===== src/rtl/imm_pkg.sv =====
// Shared types for the immediate encoder: beat widths, FSM states and
// the constant classification used by both encoder and assembler checker.
package imm_pkg;

    localparam int IMM_W   = 8;
    localparam int CONST_W = 16;

    typedef enum logic [1:0] {
        IDLE,
        ONE,
        HI,
        LO
    } state_t;

    typedef enum logic [1:0] {
        ZFIT,
        SFIT,
        SPLIT
    } imm_class_t;

endpackage


===== src/rtl/imm_classify.sv =====
// Combinational classifier: decides whether a 16-bit constant fits one
// zero-extended beat, one sign-extended beat, or needs a high/low split.
module imm_classify
    import imm_pkg::*;
(
    input  logic [CONST_W-1:0] value,
    input  logic               signed_mode,
    output imm_class_t         cls
);

    // Zero-extension wins over sign-extension so 0x0000..0x00FF never carry sext.
    always_comb begin
        cls = SPLIT;
        if (value[CONST_W-1:IMM_W] == '0) begin
            cls = ZFIT;
        end else if (signed_mode && (&value[CONST_W-1:IMM_W-1])) begin
            cls = SFIT;
        end
    end

endmodule


===== src/rtl/imm_encoder.sv =====
// Streaming immediate encoder: turns one 16-bit constant into one or two
// registered 8-bit beats and keeps saturating fit/split statistics.
module imm_encoder
    import imm_pkg::*;
#(
    parameter int CNT_W = 16
) (
    input  logic               clk,
    input  logic               rst,
    input  logic               in_valid,
    output logic               in_ready,
    input  logic [CONST_W-1:0] in_value,
    input  logic               in_signed,
    output logic               out_valid,
    input  logic               out_ready,
    output logic [IMM_W-1:0]   out_imm,
    output logic               out_sext,
    output logic               out_hi,
    output logic               out_last,
    output logic [CNT_W-1:0]   fit_count,
    output logic [CNT_W-1:0]   split_count
);

    localparam logic [CNT_W-1:0] CNT_ONE = {{(CNT_W-1){1'b0}}, 1'b1};

    state_t           state;
    imm_class_t       cls;
    logic [IMM_W-1:0] lo_byte;
    logic             accept;

    imm_classify u_classify (
        .value       (in_value),
        .signed_mode (in_signed),
        .cls         (cls)
    );

    // A new constant may replace a final beat only in the cycle that beat leaves.
    assign in_ready  = (state == IDLE) || (((state == ONE) || (state == LO)) && out_ready);
    assign accept    = in_valid && in_ready;
    assign out_valid = (state != IDLE);

    always_ff @(posedge clk) begin
        if (rst) begin
            state       <= IDLE;
            out_imm     <= '0;
            out_sext    <= 1'b0;
            out_hi      <= 1'b0;
            out_last    <= 1'b0;
            lo_byte     <= '0;
            fit_count   <= '0;
            split_count <= '0;
        end else if (accept) begin
            if (cls == SPLIT) begin
                state    <= HI;
                out_imm  <= in_value[CONST_W-1:IMM_W];
                out_sext <= 1'b0;
                out_hi   <= 1'b1;
                out_last <= 1'b0;
                lo_byte  <= in_value[IMM_W-1:0];
                if (split_count != '1) begin
                    split_count <= split_count + CNT_ONE;
                end
            end else begin
                state    <= ONE;
                out_imm  <= in_value[IMM_W-1:0];
                out_sext <= (cls == SFIT);
                out_hi   <= 1'b0;
                out_last <= 1'b1;
                if (fit_count != '1) begin
                    fit_count <= fit_count + CNT_ONE;
                end
            end
        end else if (out_ready) begin
            case (state)
                HI: begin
                    state    <= LO;
                    out_imm  <= lo_byte;
                    out_sext <= 1'b0;
                    out_hi   <= 1'b0;
                    out_last <= 1'b1;
                end
                ONE, LO: state <= IDLE;
                default: state <= IDLE;
            endcase
        end
    end

endmodule

===== config.mk =====
export PLATFORM = sky130hd
export DESIGN_NAME = imm_encoder
export DESIGN_NICKNAME = d
export VERILOG_FILES = /design/src/rtl/imm_pkg.sv /design/src/rtl/imm_classify.sv /design/src/rtl/imm_encoder.sv
export SDC_FILE = /design/constraint.sdc
export NUM_CORES = 1
export LEC_CHECK = 0
export BUFFER_PORTS_ARGS = -buffer_cell sky130_fd_sc_hd__buf_2
export CAP_MARGIN = 20
export CORE_MARGIN = 2
export CORE_UTILIZATION = 45
export CTS_CLUSTER_SIZE = 24
export DETAILED_ROUTE_END_ITERATION = 10
export PLACE_DENSITY = 0.7
export REMOVE_ABC_BUFFERS = 1
export SLEW_MARGIN = 20
export SYNTH_ARGS = -nofsm -noshare
export SYNTH_HDL_FRONTEND = slang
export SYNTH_SLANG_ARGS = --single-unit

===== constraint.sdc =====
create_clock -name clk -period 5.51 [get_ports clk]
set_input_delay 0.551 -clock clk [delete_from_list [all_inputs] [get_ports clk]]
set_output_delay 0.551 -clock clk [all_outputs]
set_load 0.03 [all_outputs]

==> out/qor.yml <==
logic_synthesis:
  synth_cell_type_count: 40
  ys_top_cells_by_area: "dfxtp_1 42%, nand2_1 6.7%, a21oi_1 5.6%, nor2_1 4.6%, xnor2_1 3.1%"
  mappedNetlistArea_sq_um: 2520
  synth_ff_type: "dfxtp_1"
  synth_area_per_cell_sq_um: 8.14
  yosysSeqAreaShare_pct: 42.2
  synth_top_area_share_pct: 42.2
  synth_edf_count: 0
  synth-seq-cells: 53
  synthCells: 309
  synth_top_area_cell: "dfxtp_1"
  yosysWarnings: 0
  synthArstFlopShare_pct: 0
sta:
  rsz0062_at_grt: "false"
  setup_viol: 0
  post-route-min-period_ps: 2670
  slew_viol_final: 0
  setup_slack_ps: 2840
  skew_ps: 7.83
  fmax_mhz: 375
  fin_crit_sh_pct: 48.4
  hold_viol: 0
  maxSlewHeadroom_pct: 30.5
  setup_tns_ps: 0
  tightest_slew_ps: 1040
floorplan:
  core_region_area_sq_um: 5440
  initial_core_util_pct: 46.3
  die_y_um: 78.8
  num_rows: 27
  die_w_um: 78.8
  ios: 66
  die_area_sq_um: 6210
detailed_routing:
  highest_layer: "met4"
  drcViolationCount: 0
  viasPerCell: 5.58
  met3WireLength_um: 356
  first_pass_iters: 4
  drt_iter0_markers: 133
  wl_met1_um: 2920
  wl_met2_um: 2750
  vias: 2451
  antenna_left: 0
  postRouteWirelength_um: 6030
  wl_per_cell_um: 13.7
power_and_ir_drop:
  power_leakage_nw: 1.16
  swShare_pct: 27.4
  pwr-share-clk_pct: 30.0
  peakVddDrop_uv: 117
  p_int_w: 0.000532
  power_density_nw_per_um2: 247
  pwr-share-seq_pct: 55.6
  p_comb_share_pct: 14.5
  fin_total_pwr_w: 0.000732
  p_sw_w: 0.000200
placement:
  placed_cell_area_sq_um: 2880
  dpl.hpwl_um: 4170
  dp_cells: 432
  routabilityCongestion: 0.820
  dp_slack_ps: 2440
  place.port_buffers: 65
cts:
  insertion_delay_ps: 300
  clock_path_buffers: 2
  cts_buffers: 5
  h-tree-depth: 2
  cts_root_buffer: "clkbuf_8"
  cts_tree: "yes"
  cts_hold_buffers: 0
  cts_sinks: 53
  cts.repair.resized: 0
  cts_setup_buffers: 0
  path_clk_slew_ps: 90
critical_path:
  slowest_delay_ps: 740
  ff2ff_setup_slack_ps: 2950
  worst_setup_path_start_kind: "input port"
  crit_path_cell_trace: "buf_2 > or4_1 > o221ai_1 > nor2_2 > nand4_1 > mux2_2"
  critical_path_buf_inv_count: 1
  cp_slowest_cell: "o221ai_1"
  critical_path_required_ps: 5700
  critPathKind: "input port to flop"
  worst-path-max-fanout: 18
  worst_setup_path_end_kind: "flop"
  critPathTopFamily: "simple AND/OR/NAND/NOR gates"
  cp_data_arrival_time_ps: 2860
job:
  maxCapViolCount: 0
global_route:
  grt_pass1_wl_um: 10000
  antenna_found_initial: 0
  grt_pass1_vias: 2175
  grt_usage_pct: 19.8
  grt_max_degree: 59
  grt_overflow: 0
final_layout:
  antenna_cells: 0
  fin_area_sq_um: 2970
  final_cells: 439
  layout.nets: 390
  area_growth_pct: 18.0
  drive_gt1_share_pct: 21.8
worst_hold_path:
  hold_class: "flop to flop"
outcome:
  status: "complete, no violations"
## per-stage QoR
step           utilization (%)  hold slack [ps]
2_1_floorplan                -              430
3_3_place_gp              52.9              441
3_5_place_dp              52.9              448
5_1_grt                   54.6              479
6_report                  54.6              454
4_1_cts                   54.5              458
## path summary, 6_finish.rpt
path / start / endpoint / cells after the start
worst max-delay path: in_value[8] / split_count[14]$_SDFFE_PP0P_ / 6
worst min-delay path: out_last$_SDFFE_PP0P_ / out_last$_SDFFE_PP0P_ / 2
worst max register to register: state[0]$_SDFFE_PP0P_ / split_count[11]$_SDFFE_PP0P_ / 5
worst min register to register: out_last$_SDFFE_PP0P_ / out_last$_SDFFE_PP0P_ / 2
## tightest hold or removal path, delay by kind of cell, from the launching register on
| kind | cells | cell delay (ps) |
|---|---|---|
| AOI/OAI and AO/OA | 1 | 50 |
| DFF | 1 | 310 |
| and+or+nand+nor | 1 | 50 |
## flip-flops by register name (all words and copies together) (netlist names)
signal       flops
split_count     16
fit_count       16
state            2
out_sext         1
lo_byte          8
out_last         1
out_imm          8
out_hi           1
## layout by cell type (no fill, tap or decap), types with 4 or more instances in the layout
cell type	count
a211oi_1	10
a21oi_1	28
a221oi_1	8
and3_1	5
and4_1	6
buf_2	65
clkbuf_8	6
dfxtp_1	53
inv_1	7
nand2_1	45
nand3_1	10
nand4_1	7
nor2_1	30
nor3_1	4
nor4_1	9
o21ai_0	8
o31ai_1	5
or3_1	7
or4_1	8
xnor2_1	9
## kinds of logic (layout without fill, tap and decap cells)
group                    Yosys count  count (layout)  synth area share (%)
AO/OA/AOI/OAI                     70              70                  17.9
XOR/XNOR                          11              11                  3.83
adder cells (fa/ha/maj)            2               2                 0.994
buffers and inverters             22              80                  3.43
flip-flops                        53              53                  42.2
multiplexers                       6               6                  2.54
AND/OR/NAND/NOR                  145             145                  29.1
## routing by layer
layer	GRT usage (%)	up-vias
met4	4.91	0
met2	31.5	79
met1	27.2	1131
met5	0	-
li1	-	1239
met3	4.55	2
## layout make-up
type / instances / area (sq um)
sequential: 53 / 1060
fill: 537 / 2470
multi-input combinational: 234 / 1370
inverter: 7 / 26.3
clock buffer: 7 / 86.3
timing repair buffer: 66 / 333
tap: 72 / 90.1
## cells in the mapped netlist (2+ instances only)
master,number
dfxtp_1,53
xor2_1,2
nand4_1,7
xnor2_1,9
o21ai_0,8
buf_2,3
nor2_1,31
clkbuf_1,12
and3_1,5
a211oi_1,10
mux2_2,3
and2_1,3
or4_1,8
ha_1,2
a21oi_1,28
a31oi_1,2
nand2_1,45
nor3_1,4
nor2b_1,3
a221oi_1,8
mux2i_1,3
and4_1,6
nand3_1,10
or3_1,7
a31o_2,2
nand2b_1,3
inv_1,7
nor4_1,9
o31ai_1,5
## power by group through the flow
stage,Sequential (W),Combinational [W],Clock (W)
global placement,0.000415,0.000104,0
finish,0.000407,0.000106,0.000219
CTS,0.000407,0.000106,0.000228
global route,0.000409,0.000118,0.000239
detailed placement,0.000416,0.000105,0
floorplan,0.000433,0.0000467,0
Note: power is estimated with default switching activity, not from simulation.
